--- src/rtl/minirisc_pkg.sv ---
// Shared MiniRISC definitions: fetch state encoding and datapath widths.
package minirisc_pkg;

  localparam int unsigned INSTR_W = 16;
  localparam int unsigned ADDR_W  = 8;

  typedef enum logic [1:0] {
    IDLE     = 2'd0,
    WAIT_ACK = 2'd1,
    VALID    = 2'd2,
    DISCARD  = 2'd3
  } fetch_state_t;

endpackage

--- src/rtl/fetch_timer.sv ---
// Bus acknowledge watchdog: 5-bit counter that flags when a read has waited too long.
module fetch_timer #(
  parameter int unsigned ACK_TIMEOUT = 16
) (
  input  logic clk,
  input  logic rst_n,
  input  logic clr,
  input  logic run,
  output logic expired
);

  localparam logic [4:0] LAST = 5'(ACK_TIMEOUT - 1);

  logic [4:0] count;

  // Saturates so a timeout deferred by flush stays pending instead of wrapping.
  always_ff @(posedge clk or negedge rst_n) begin
    if (!rst_n) begin
      count <= '0;
    end else if (clr) begin
      count <= '0;
    end else if (run && count != 5'd31) begin
      count <= count + 5'd1;
    end
  end

  assign expired = (count >= LAST);

endmodule

--- src/rtl/instr_fetch.sv ---
// MiniRISC instruction fetch stage: reads program memory over a req/ack bus into the IR.
module instr_fetch
  import minirisc_pkg::*;
#(
  parameter int unsigned ACK_TIMEOUT = 16
) (
  input  logic               clk,
  input  logic               rst_n,
  input  logic               fetch_start,
  input  logic [ADDR_W-1:0]  next_pc,
  input  logic               flush,
  output logic               pc_inc,
  output logic [ADDR_W-1:0]  prg_mem_addr,
  output logic               prg_mem_rd,
  input  logic [INSTR_W-1:0] prg_mem_din,
  input  logic               prg_mem_ack,
  output logic [INSTR_W-1:0] ir,
  output logic               ir_valid,
  input  logic               ir_ready,
  output logic [ADDR_W-1:0]  ir_addr,
  output logic               busy,
  output logic               bus_err
);

  fetch_state_t       state, state_d;
  logic [ADDR_W-1:0]  addr_d, ir_addr_d;
  logic [INSTR_W-1:0] ir_d;
  logic               rd_d, bus_err_d;
  logic               timer_clr, timer_run, expired;

  fetch_timer #(
    .ACK_TIMEOUT(ACK_TIMEOUT)
  ) u_timer (
    .clk     (clk),
    .rst_n   (rst_n),
    .clr     (timer_clr),
    .run     (timer_run),
    .expired (expired)
  );

  always_ff @(posedge clk or negedge rst_n) begin
    if (!rst_n) begin
      state        <= IDLE;
      prg_mem_addr <= '0;
      prg_mem_rd   <= 1'b0;
      ir           <= '0;
      ir_addr      <= '0;
      bus_err      <= 1'b0;
    end else begin
      state        <= state_d;
      prg_mem_addr <= addr_d;
      prg_mem_rd   <= rd_d;
      ir           <= ir_d;
      ir_addr      <= ir_addr_d;
      bus_err      <= bus_err_d;
    end
  end

  always_comb begin
    state_d   = state;
    addr_d    = prg_mem_addr;
    rd_d      = prg_mem_rd;
    ir_d      = ir;
    ir_addr_d = ir_addr;
    bus_err_d = bus_err;
    pc_inc    = 1'b0;
    timer_clr = 1'b0;
    timer_run = 1'b0;

    unique case (state)
      IDLE: begin
        if (flush) begin
          bus_err_d = 1'b0;
        end else if (fetch_start && !bus_err) begin
          state_d   = WAIT_ACK;
          addr_d    = next_pc;
          rd_d      = 1'b1;
          timer_clr = 1'b1;
        end
      end

      WAIT_ACK: begin
        if (flush) begin
          bus_err_d = 1'b0;
          if (prg_mem_ack) begin
            state_d = IDLE;
            rd_d    = 1'b0;
          end else begin
            state_d   = DISCARD;
            timer_run = 1'b1;
          end
        end else if (prg_mem_ack) begin
          state_d   = VALID;
          ir_d      = prg_mem_din;
          ir_addr_d = prg_mem_addr;
          rd_d      = 1'b0;
          pc_inc    = 1'b1;
        end else if (expired) begin
          state_d   = IDLE;
          rd_d      = 1'b0;
          bus_err_d = 1'b1;
        end else begin
          timer_run = 1'b1;
        end
      end

      VALID: begin
        if (flush) begin
          state_d   = IDLE;
          bus_err_d = 1'b0;
        end else if (ir_ready) begin
          if (fetch_start && !bus_err) begin
            state_d   = WAIT_ACK;
            addr_d    = next_pc;
            rd_d      = 1'b1;
            timer_clr = 1'b1;
          end else begin
            state_d = IDLE;
          end
        end
      end

      DISCARD: begin
        // A flush here keeps dropping the result, but a coincident ack still ends the bus cycle.
        if (prg_mem_ack) begin
          state_d = IDLE;
          rd_d    = 1'b0;
          if (flush) bus_err_d = 1'b0;
        end else if (flush) begin
          bus_err_d = 1'b0;
          timer_run = 1'b1;
        end else if (expired) begin
          state_d   = IDLE;
          rd_d      = 1'b0;
          bus_err_d = 1'b1;
        end else begin
          timer_run = 1'b1;
        end
      end

      default: state_d = IDLE;
    endcase
  end

  assign ir_valid = (state == VALID);
  assign busy     = (state == WAIT_ACK) || (state == DISCARD);

endmodule

--- config.mk ---
export PLATFORM = sky130hd
export DESIGN_NAME = instr_fetch
export DESIGN_NICKNAME = d
export VERILOG_FILES = /design/src/rtl/minirisc_pkg.sv /design/src/rtl/fetch_timer.sv /design/src/rtl/instr_fetch.sv
export SDC_FILE = /design/constraint.sdc
export NUM_CORES = 1
export LEC_CHECK = 0
export ABC_AREA = 1
export CAP_MARGIN = 10
export CELL_PAD_IN_SITES_DETAIL_PLACEMENT = 0
export CELL_PAD_IN_SITES_GLOBAL_PLACEMENT = 1
export CORE_AREA = 2 2 68 96
export DETAILED_ROUTE_END_ITERATION = 8
export DIE_AREA = 0 0 70 98
export PLACE_DENSITY_LB_ADDON = 0.15
export SETUP_SLACK_MARGIN = 0.05
export SYNTH_ARGS = -nofsm -noshare
export SYNTH_HDL_FRONTEND = slang
export SYNTH_SLANG_ARGS = --single-unit
--- constraint.sdc ---
create_clock -name clk -period 1.95 [get_ports clk]
set_input_delay 0.39 -clock clk [delete_from_list [all_inputs] [get_ports clk]]
set_output_delay 0.39 -clock clk [all_outputs]
set_load 0.01 [all_outputs]
Word level (Yosys, flattened, before mapping)
Cells that the tools add are included.
Widths: inputs -> output; s select.
- register bits after elaboration: 41
- bits in latches: 0
- memory bits (writable): 0
- ROM bits: 0
- input bits: 30
- output and inout port bits: 37
- memories: 0
- add/sub/neg operators: 1
- $mul: 0
- div/mod/pow operators: 0
- order comparisons: 1
- eq/ne operators: 12
- shift operators: 0
- mux-type cells: 52
- bitwise gates (word level): 1
- reduce and logical (&&, ||, !) cells: 12
- operators with widths (kind ; number):
    $mux 8 ; 4
    $mux 1 ; 30
    $mux 2 ; 10
    $pmux 8 s2 ; 1
    $mux 5 ; 2
    $ne 3x3->1 const B ; 3
    $pmux 2 s4 ; 1
    $reduce_and 4->1 ; 2
    $ne 2x2->1 const B ; 3
    $add 5x1->5 const B ; 1
    $ge 5x4->1 const B ; 1
    $ne 5x5->1 const B ; 1
    $reduce_and 5->1 ; 1
    $eq 2x2->1 const B ; 2
    $pmux 1 s2 ; 2
    $pmux 1 s4 ; 1
    $reduce_bool 2->1 ; 2
    $ne 3x2->1 const B ; 1
    $pmux 1 s3 ; 1
    $reduce_and 3->1 ; 1
    $eq 2x1->1 const B ; 1
    $logic_and 1x1->1 ; 2
    $logic_not 2->1 ; 1
    $ne 2x1->1 const B ; 1
    4 further kinds ; 4

Longest topological paths before layout
Gate-level depths: netlist (run 1).
- depth after elaboration: 8
- mapped depth: 10
- depth with buffers taken out: 10

By module
From an unflattened synthesis (run 1), not the netlist that was laid out.
- cells, all modules: 228
- area total of the unflattened synthesis: 1941.9 µm²
- modules (own cells, without submodules) (module ; instances ; cells each ; area each (µm²) ; sequential area each (µm²)):
    instr_fetch ; 1 ; 187 ; 1636.6 ; 900.9
    fetch_timer ; 1 ; 41 ; 305.3 ; 125.1

Least setup slack after synthesis (run 1)
Ideal clock, no wire load.
- kind: register -> register
- start: register u_timer.count[0]
- end: register u_timer.count[4]
- setup time: 0.121 ns
- data arrival time: 1.497 ns
- data required time: 1.829 ns
- path slack: 0.331 ns
- stages on the path, launching flop included: 11
- buffers on the path: 0
- clock period less this slack: 1.619 ns
- path through: dfrtp_1 -> ha_1 -> inv_1 -> nor2_1 -> ha_1 -> nor2_1 -> nand3_2 -> nand2_2 -> nand2_2 -> nand3_1 -> o21ai_1
- cells in the longest elaborated chain, start to end: 7
- elaborated cells on any way between the ends: 13
- those cells by class: add/sub (1); order compare (1); eq/ne (1); mux (8); reduce/logical (2)
- RTL lines (element ; line ; source):
    start: declaration ; fetch_timer.sv:14 ; logic [4:0] count;
    start signal: assignment ; fetch_timer.sv:23 ; count <= count + 5'd1;
    $ge 5x4->1 ; fetch_timer.sv:27 ; assign expired = (count >= LAST);
    $mux 1 ; instr_fetch.sv:98, instr_fetch.sv:132 ;
    $mux 1 (on tied branches) ; instr_fetch.sv:129, instr_fetch.sv:92 ;
    $mux 1 (on tied branches) ; instr_fetch.sv:125, instr_fetch.sv:83 ;
    $pmux 1 s2 ; instr_fetch.sv:70 ; unique case (state)
    $logic_and 1x1->1 ; fetch_timer.sv:22 ; end else if (run && count != 5'd31) begin
    $reduce_bool 2->1 (no line) ; - ;
Parallel ways exist; a longest one is shown, timed or not. The select of a mux whose other input is x is not followed.
A chain may end at the register's enable or synchronous reset.

Worst setup path after layout (run 1)
- start: input prg_mem_ack
- end: output pc_inc
- cells in the longest elaborated chain, start to end: 3
- RTL lines (element ; line ; source):
    start: declaration ; instr_fetch.sv:16 ; input logic prg_mem_ack,
    $mux 1 ; instr_fetch.sv:92 ; end else if (prg_mem_ack) begin
    $mux 1 ; instr_fetch.sv:83 ; if (flush) begin
    $mux 1 ; instr_fetch.sv:70 ;
    end: declaration ; instr_fetch.sv:12 ; output logic pc_inc,
No other way between the ends.

==> out/qor.txt, run 1 <==
Slew of the pin with the lowest slew margin: 394 ps
# diodes: 0
Cts repair resizes: 1
DR pass1 iterations: 4
DP Area: 2640 sq um
Hold slack: 19.0 ps
Critical path arrival: 1430 ps
PwrDens: 1370 nW/um^2
GRT Util Overall: 13.4%
CTS clk-pin slew, worst paths: 80 ps
Detail Placement HPWL: 3140 um
Crit. End Element: output port
DIE AREA: 6860 sq um
Die Width: 70 um
Crit share post-route: 93.1%
Vias in the first global route: 1609
MaxCap Viol Count: 0
Global-route wire length before repair: 7460 um
Skew final: 7.63 ps
Remaining DRCs: 0
CTS max path bufs: 2
Post-synthesis sequential element count: 41
Data required time of the worst path: 1560 ps
Die H: 98 um
Initial antenna violation count: 0
Sequential area share after synthesis: 55.1%
Avg Inst Size Synth: 8.39 sq um
Core ar.: 6040 sq um
Hold crit path type: input pin to asynchronous set/reset pin
Max IR drop VDD: 461 uV
ANT nets after route: 0
Startpoint Class: input pin
Gp weighted congestion: 0.804
Initial Utilization: 30.8%
Cts bufs inserted: 5
Unrepaired setup endpoints after global routing: yes
Syn Nets: 255
Worst relative slew slack: 73.7%
Status: completed
Fin. Hold Viols: 0
Final setup fails: 0
P&R area growth vs syn: 46.7%
Post-synth top area cell: dfrtp_1
Wire per inst: 11.4 um
Internal power: 2.43 mW
Vias: 1603
Slew Limit Fails: 0
P_leak: 1.38 nW
Non-filler cells, final: 371
Setup TNS: 0 ps
Post-route cell area: 2730 sq um
H-tree Lvls: 2
Final min period: 1820 ps
Dpl cells: 363
Clock root cell: clkbuf_8
Logic pwr share: 47.6%
Net Sw Power: 1.30 mW
Fmax: 0.551 GHz
Largest net degree at the start of global routing: 31
Ranking of synthesized cells by area: dfrtp_1 (55%), nand2_1 (16%), inv_1 (4.2%)
TritonCTS clock tree: yes
Final nets: 331
Io pins: 67
Syn. warnings: 0
Clk pwr share: 13.8%
Post-Syn Instances: 222
GRT overflow: 0
Via/cell ratio: 4.32
Yosys cell types: 24
Row cnt: 34
Mapped cell area: 1860 sq um
CTS Hold Bufs: 0
Area share of the largest cell type after synthesis: 55.1%
Clock Latency Late Sink: 280 ps
CP max FO: 2
Starting DRC count in detailed routing: 111
Net Sw Frac: 34.9%
CTS Sinks: 41
CP Class: input pin to output port
# port buffers: 66
Post-CTS Setup Inserts: 0
Flop pwr share: 38.6%
Share of cells above drive strength 1: 10.7%
Routed wire length: 4220 um
## routing by layer
| layer | routed length [um] | part of all wire [%] | vias to the layer above | track usage (%) |
|---|---|---|---|---|
| met5 | 0 | 0 | - | 0 |
| met2 | 1990 | 47 | 49 | 21.0 |
| met3 | 223 | 5.3 | 8 | 3.82 |
| met1 | 1920 | 45 | 707 | 17.8 |
| met4 | 89 | 2.1 | 0 | 4.88 |
| li1 | - | - | 839 | - |
## logic make-up after synthesis
logic type | Yosys count | share of synthesized area [%]
AOI/OAI and AO/OA | 22 | 6.58
DFF | 41 | 55.1
xor gates and xnor gates | 2 | 0.940
and+or+nand+nor | 122 | 27.3
buffers and inverters | 32 | 8.06
adders and majority gates | 3 | 2.01
## registers in the layout (all words and copies together) (netlist names)
signal / flops
bus_err: 1
ir: 16
ir_addr: 8
prg_mem_addr: 8
prg_mem_rd: 1
state: 2
u_timer.count: 5
## layout make-up
class | count | area [sq um]
fill | 648 | 3310
sequential | 41 | 1030
timing repair buffer | 77 | 753
multi-input combinational | 149 | 692
inverter | 24 | 90.1
tap | 72 | 90.1
clock buffer | 6 | 72.6
clock inverter | 2 | 10.0
## stage by stage
| step | power, mW | util (%) | setup slack [ps] |
|---|---|---|---|
| 2_1_floorplan | 2.30 | - | 331 |
| 3_3_place_gp | 3.25 | 43.8 | -217 |
| 3_5_place_dp | 3.27 | 43.8 | -217 |
| 4_1_cts | 3.81 | 45.1 | 51.7 |
| 5_1_grt | 4.06 | 45.3 | 30.0 |
| 6_report | 3.73 | 45.3 | 135 |
## cell usage after synthesis
library cell and count:
a21oi_1 9, a22oi_2 1, buf_2 3, buf_4 1, buf_6 3, clkbuf_1 1
dfrtp_1 41, ha_1 3, inv_1 21, inv_2 3, nand2_1 79, nand2_2 2
nand3_1 10, nand3_2 1, nand3b_2 1, nand4_1 5, nor2_1 21, nor2_2 3
o211ai_1 1, o21a_1 1, o21ai_0 7, o21ai_1 3, xnor2_1 1, xor2_1 1
## worst paths after layout
check | from | to | slack [ps] | cells after the start
max in group asynchronous | rst_n | ir[8]$_DFFE_PN0P_ | 1410 | 2
worst max register to register | u_timer.count[0]$_DFFE_PN0P_ | u_timer.count[3]$_DFFE_PN0P_ | 250 | 10
worst min-delay path | rst_n | ir[15]$_DFFE_PN0P_ | 20 | 1
min in group clk | ir[8]$_DFFE_PN0P_ | ir[8]$_DFFE_PN0P_ | 480 | 2
worst min register to register | ir[8]$_DFFE_PN0P_ | ir[8]$_DFFE_PN0P_ | 480 | 2
worst max-delay path | prg_mem_ack | pc_inc | 130 | 6
## power groups by stage
| stage | Combinational [mW] | Sequential [mW] | Clock (mW) |
|---|---|---|---|
| floorplan | 0.677 | 1.62 | 0 |
| global placement | 1.80 | 1.46 | 0 |
| detailed placement | 1.81 | 1.46 | 0 |
| CTS | 1.81 | 1.45 | 0.552 |
| global route | 1.97 | 1.50 | 0.588 |
| finish | 1.78 | 1.44 | 0.517 |
## cells in the final DEF, fill, tap and decap left out, drive strengths merged
master and n:
o21ai 10, nand2 81, ha 3, clkdlybuf4s15 1, a22oi 1, nand3 11, xnor2 1, clkdlybuf4s50 63
clkinv 2, nand3b 1, inv 24, a21oi 9, o21a 1, nor2 24, dfrtp 41, dlymetal6s2s 1
nand4 5, buf 12, o211ai 1, xor2 1, clkbuf 6
## critical path, cell delays in order
cell and delay [ps]:
clkdlybuf4s50_1 470, inv_1 60, nor2_2 100, nand2_1 90
inv_2 60, clkdlybuf4s15_1 250
(Power assumes the default switching activity.)
==> run 2, diff against run 1 <==
==> constraint.sdc (replaced) <==
create_clock -name clk -period 1.74 [get_ports clk]
set_input_delay 0.348 -clock clk [delete_from_list [all_inputs] [get_ports clk]]
set_output_delay 0.348 -clock clk [all_outputs]
set_load 0.01 [all_outputs]
==> out/qor.txt, run 2 (synthesized netlist as in run 1, its figures left out) <==
Status: completed
MaxCap Viol Count: 0
Routed wire length: 4290 um
Flop pwr share: 37.7%
Net Sw Power: 1.51 mW
Clock root cell: clkbuf_8
Gp weighted congestion: 0.769
Worst relative slew slack: 64.8%
Crit. End Element: flip-flop
Max reg flops: 16
Vias: 1612
Initial Utilization: 30.8%
Starting DRC count in detailed routing: 129
CTS max path bufs: 2
Fin. Hold Viols: 0
Hold crit path type: input pin to asynchronous set/reset pin
# diodes: 0
P&R area growth vs syn: 49.2%
# port buffers: 66
TritonCTS clock tree: yes
Max IR drop VDD: 471 uV
Skew final: 5.54 ps
GRT overflow: 0
Crit path from: u_timer.count[0]$_DFFE_PN0P_
Most common cell after layout, fill and taps aside: nand2_1
Biggest regs: ir (16), ir_addr (8), prg_mem_addr (8)
CTS Sinks: 41
Slew of the pin with the lowest slew margin: 528 ps
Reg2reg setup slack: 150 ps
Final setup fails: 0
Logic pwr share: 48.2%
RR Endpoint: u_timer.count[3]$_DFFE_PN0P_
Most flops, register: ir
CP endpoint: u_timer.count[3]$_DFFE_PN0P_
Via/cell ratio: 4.31
Slew Limit Fails: 0
Row cnt: 34
Startpoint Class: flip-flop
CP Class: flip-flop to flip-flop
Remaining DRCs: 0
Final min period: 1590 ps
Die H: 98 um
GRT Util Overall: 13.4%
Vias in the first global route: 1648
Core ar.: 6040 sq um
Dpl cells: 365
CTS Hold Bufs: 0
Most frequent cells in the layout: nand2_1 (78), clkdlybuf4s50_1 (62), dfrtp_1 (41), inv_1 (20), nor2_1 (19)
Internal power: 2.76 mW
PwrDens: 1540 nW/um^2
R2R depth: 10
CTS clk-pin slew, worst paths: 80 ps
Non-filler cells, final: 374
Critical path arrival: 1820 ps
Cts bufs inserted: 5
ANT nets after route: 0
Io pins: 67
Hold slack: 114 ps
Critical R2R Launch: u_timer.count[0]$_DFFE_PN0P_
Clk pwr share: 14.2%
Unrepaired setup endpoints after global routing: no
Largest net degree at the start of global routing: 42
Data required time of the worst path: 1970 ps
DIE AREA: 6860 sq um
Detail Placement HPWL: 3080 um
H-tree Lvls: 2
Wire per inst: 11.5 um
P_leak: 1.39 nW
Crit share post-route: 91.1%
Final nets: 334
Net Sw Frac: 35.4%
Global-route wire length before repair: 7430 um
Clock Latency Late Sink: 290 ps
Share of cells above drive strength 1: 13.6%
DR pass1 iterations: 4
Fmax: 0.631 GHz
CP max FO: 4
Initial antenna violation count: 0
Die Width: 70 um
run 2: repair_timing:
action,4_1_cts,5_1_grt
pin swaps,1,3
gates resized for setup,6,11
setup buffers,0,1
endpoints found under the setup margin,3,8
gates cloned,0,0
run 2: worst min path at each step:
| stage | from | to | slack (ps) |
|---|---|---|---|
| floorplan | rst_n | bus_err$_DFFE_PN0N_ | 50 |
| global placement | rst_n | ir[13]$_DFFE_PN0P_ | 450 |
| detailed placement | rst_n | ir[13]$_DFFE_PN0P_ | 460 |
| CTS | rst_n | ir[14]$_DFFE_PN0P_ | 130 |
| global route | rst_n | ir[14]$_DFFE_PN0P_ | 150 |
| finish | rst_n | ir[14]$_DFFE_PN0P_ | 110 |
run 2: layout make-up:
class | count | area, sq um
sequential | 41 | 1030
inverter | 24 | 90.1
clock inverter | 2 | 10.0
timing repair buffer | 80 | 768
clock buffer | 6 | 72.6
multi-input combinational | 149 | 722
fill | 628 | 3260
tap | 72 | 90.1
run 2: power by group through the flow:
stage | clock network (mW) | registers, mW | logic [mW]
after floorplan | 0 | 1.82 | 0.758
after global routing | 0.665 | 1.68 | 2.30
after detailed placement | 0 | 1.63 | 2.08
after global placement | 0 | 1.63 | 2.06
after CTS | 0.644 | 1.62 | 2.06
final | 0.606 | 1.61 | 2.06
run 2: metrics by stage:
stage	total power [mW]	TNS (ps)	area, sq um	util (%)	setup slack, ps
CTS	4.32	0	2740	45.4	22.5
global route	4.64	0	2780	46.0	44.6
detailed placement	3.70	-344	2660	44.0	-344
floorplan	2.58	0	1860	-	121
global placement	3.69	-347	2660	44.0	-347
finish	4.28	0	2780	46.0	155
run 2: routing by layer:
layer | vias up | track usage [%] | routed length, um
li1 | 848 | - | -
met5 | - | 0 | 0
met3 | 6 | 2.68 | 212
met4 | 0 | 4.88 | 68
met2 | 45 | 22.6 | 2060
met1 | 713 | 16.8 | 1950
run 2: worst max-delay path: stages (launching register included):
cell and delay (ps):
dfrtp_1 390, ha_2 190, inv_1 50, nor2_1 50, ha_1 180, nor2_2 150
nand3_2 140, nand2_4 130, buf_4 110, nand4_1 60, nand2_1 70
==> run 3, diff against run 2 <==
--- a/config.mk
+++ b/config.mk
@@ -9,9 +9,10 @@
 export CAP_MARGIN = 10
 export CELL_PAD_IN_SITES_DETAIL_PLACEMENT = 0
 export CELL_PAD_IN_SITES_GLOBAL_PLACEMENT = 1
-export CORE_AREA = 2 2 68 96
+export CORE_AREA = 2 2 58 82
 export DETAILED_ROUTE_END_ITERATION = 8
-export DIE_AREA = 0 0 70 98
+export DIE_AREA = 0 0 60 84
+export DONT_BUFFER_PORTS = 1
 export PLACE_DENSITY_LB_ADDON = 0.15
 export SETUP_SLACK_MARGIN = 0.05
 export SYNTH_ARGS = -nofsm -noshare
==> out/qor.txt, run 3 (synthesized netlist as in run 1, its figures left out) <==
Slew Limit Fails: 0
Critical R2R Launch: u_timer.count[1]$_DFFE_PN0P_
Unrepaired setup endpoints after global routing: no
Critical Path Max Stage Delay: 420 ps
Row cnt: 29
Core ar.: 4390 sq um
CP max FO: 4
Critical path arrival: 1790 ps
Startpoint Class: flip-flop
Clk pwr share: 21.0%
GRT overflow: 0
RR Endpoint: state[0]$_DFFE_PN0P_
Fin util: 49.0%
Net Sw Frac: 38.9%
Final nets: 266
Die H: 84 um
CTS Sinks: 41
Slowest-stage cell, CP: dfrtp_1
Max IR drop VDD: 680 uV
CTS clk-pin slew, worst paths: 70 ps
Fmax: 0.622 GHz
Top cell by count, worst path: nor2_1
# diodes: 0
Most common cell after layout, fill and taps aside: nand2_1
Remaining DRCs: 0
Biggest regs: ir (16), ir_addr (8), prg_mem_addr (8)
Routed wire length: 4000 um
GRT Util Overall: 16.2%
CP Cell Sequence: ha_2 -> inv_1 -> nor2_1 -> ha_2 -> nor2_2 -> buf_4 -> nand4_1 -> nand3_1 -> nor2_1 -> nor2_1
Wire per inst: 13.5 um
TritonCTS clock tree: yes
Most frequent cells in the layout: nand2_1 (78), dfrtp_1 (40), inv_1 (21), nor2_1 (20)
Fin. Hold Viols: 0
Setup TNS: 0 ps
Initial Utilization: 42.4%
Detail Placement HPWL: 2840 um
CP Class: flip-flop to flip-flop
Crit share post-route: 92.4%
Max reg flops: 16
DR pass1 iterations: 4
Dpl cells: 280
Clock root cell: clkbuf_8
Flop pwr share: 51.3%
R2R depth: 10
Net Sw Power: 1.45 mW
DIE AREA: 5040 sq um
Global-route wire length before repair: 6290 um
Cts bufs inserted: 5
Io pins: 67
Setup WS post-layout: 132 ps
P&R area growth vs syn: 15.5%
Via/cell ratio: 4.86
Non-filler cells, final: 296
# port buffers: 0
Most flops, register: ir
Largest net degree at the start of global routing: 42
Clock Latency Late Sink: 290 ps
Initial antenna violation count: 0
Slew of the pin with the lowest slew margin: 285 ps
Skew final: 5.25 ps
PwrDens: 1730 nW/um^2
CTS max path bufs: 2
Share of cells above drive strength 1: 15.4%
H-tree Lvls: 2
CP endpoint: state[0]$_DFFE_PN0P_
Vias: 1439
Worst relative slew slack: 81.0%
Hold crit path type: input pin to flip-flop
Logic pwr share: 27.7%
P_leak: 1.14 nW
Internal power: 2.28 mW
Vias in the first global route: 1433
Pre-CTS WS: 46.8 ps
MaxCap Viol Count: 0
Data required time of the worst path: 1920 ps
Final min period: 1610 ps
Die Width: 60 um
Gp weighted congestion: 0.824
Starting DRC count in detailed routing: 29
Crit. End Element: flip-flop
Crit path from: u_timer.count[1]$_DFFE_PN0P_
Status: completed
ANT nets after route: 0
Final setup fails: 0
Reg2reg setup slack: 130 ps
-- run 3: worst min-delay path by stage --
stage          cells after the start                  end  slack, ps  start
3_3_place_gp                       0   ir[15]$_DFFE_PN0P_         50  rst_n
4_1_cts                            1  bus_err$_DFFE_PN0N_        100  flush
3_5_place_dp                       0   ir[11]$_DFFE_PN0P_         50  rst_n
2_1_floorplan                      0  bus_err$_DFFE_PN0N_         50  rst_n
6_report                           1  bus_err$_DFFE_PN0N_        120  flush
5_1_grt                            1  bus_err$_DFFE_PN0N_        110  flush
-- run 3: cell type report --
| cell class | count | area [sq um] |
|---|---|---|
| fillers | 434 | 2240 |
| flip-flops and latches | 41 | 1030 |
| multi-input cells | 149 | 717 |
| repair buffers | 11 | 110 |
| inverters | 24 | 92.6 |
| clock buffers | 6 | 82.6 |
| well taps | 62 | 77.6 |
| clock inverters | 2 | 37.5 |
| repair inverters | 1 | 7.51 |
-- run 3: per-layer routing --
layer  track usage [%]  up-vias  part of all wire, %
met5                 0        -                    0
met4              6.26        0                  1.5
met3              4.34        4                  5.7
met2              27.6       38                   53
met1              18.6      687                   40
li1                  -      710                    -
-- run 3: critical path, delay by kind of cell (launching register included) --
kind / cells / cell delay (ps)
and+or+nand+nor: 6 / 490
DFF: 1 / 420
adders and majority gates: 2 / 410
buffers and inverters: 2 / 180
-- run 3: repair_timing --
| action | CTS | global route |
|---|---|---|
| hold buffers | 2 | 0 |
| setup endpoints to repair | 2 | 7 |
| cloned | 1 | 0 |
| gates resized for setup | 3 | 7 |
| pin swaps | 0 | 5 |
| setup buffers | 1 | 4 |
| endpoints found under the hold margin | 41 | 0 |
-- run 3: power groups by stage --
| stage | logic (mW) | clock network (mW) | registers, mW |
|---|---|---|---|
| 2_1_floorplan | 0.758 | 0 | 1.82 |
| 3_3_place_gp | 0.848 | 0 | 1.92 |
| 3_5_place_dp | 0.897 | 0 | 1.93 |
| 4_1_cts | 0.965 | 0.813 | 1.91 |
| 5_1_grt | 1.19 | 0.859 | 1.96 |
| 6_report | 1.03 | 0.782 | 1.91 |
-- run 3: per-stage QoR --
step / hold slack, ps / instance area, sq um / total power, mW
after floorplan: 52.4 / 1860 / 2.58
after global placement: 53.2 / 1920 / 2.77
after detailed placement: 53.2 / 1920 / 2.83
after CTS: 104 / 2090 / 3.69
after global routing: 107 / 2150 / 4.02
final: 118 / 2150 / 3.72
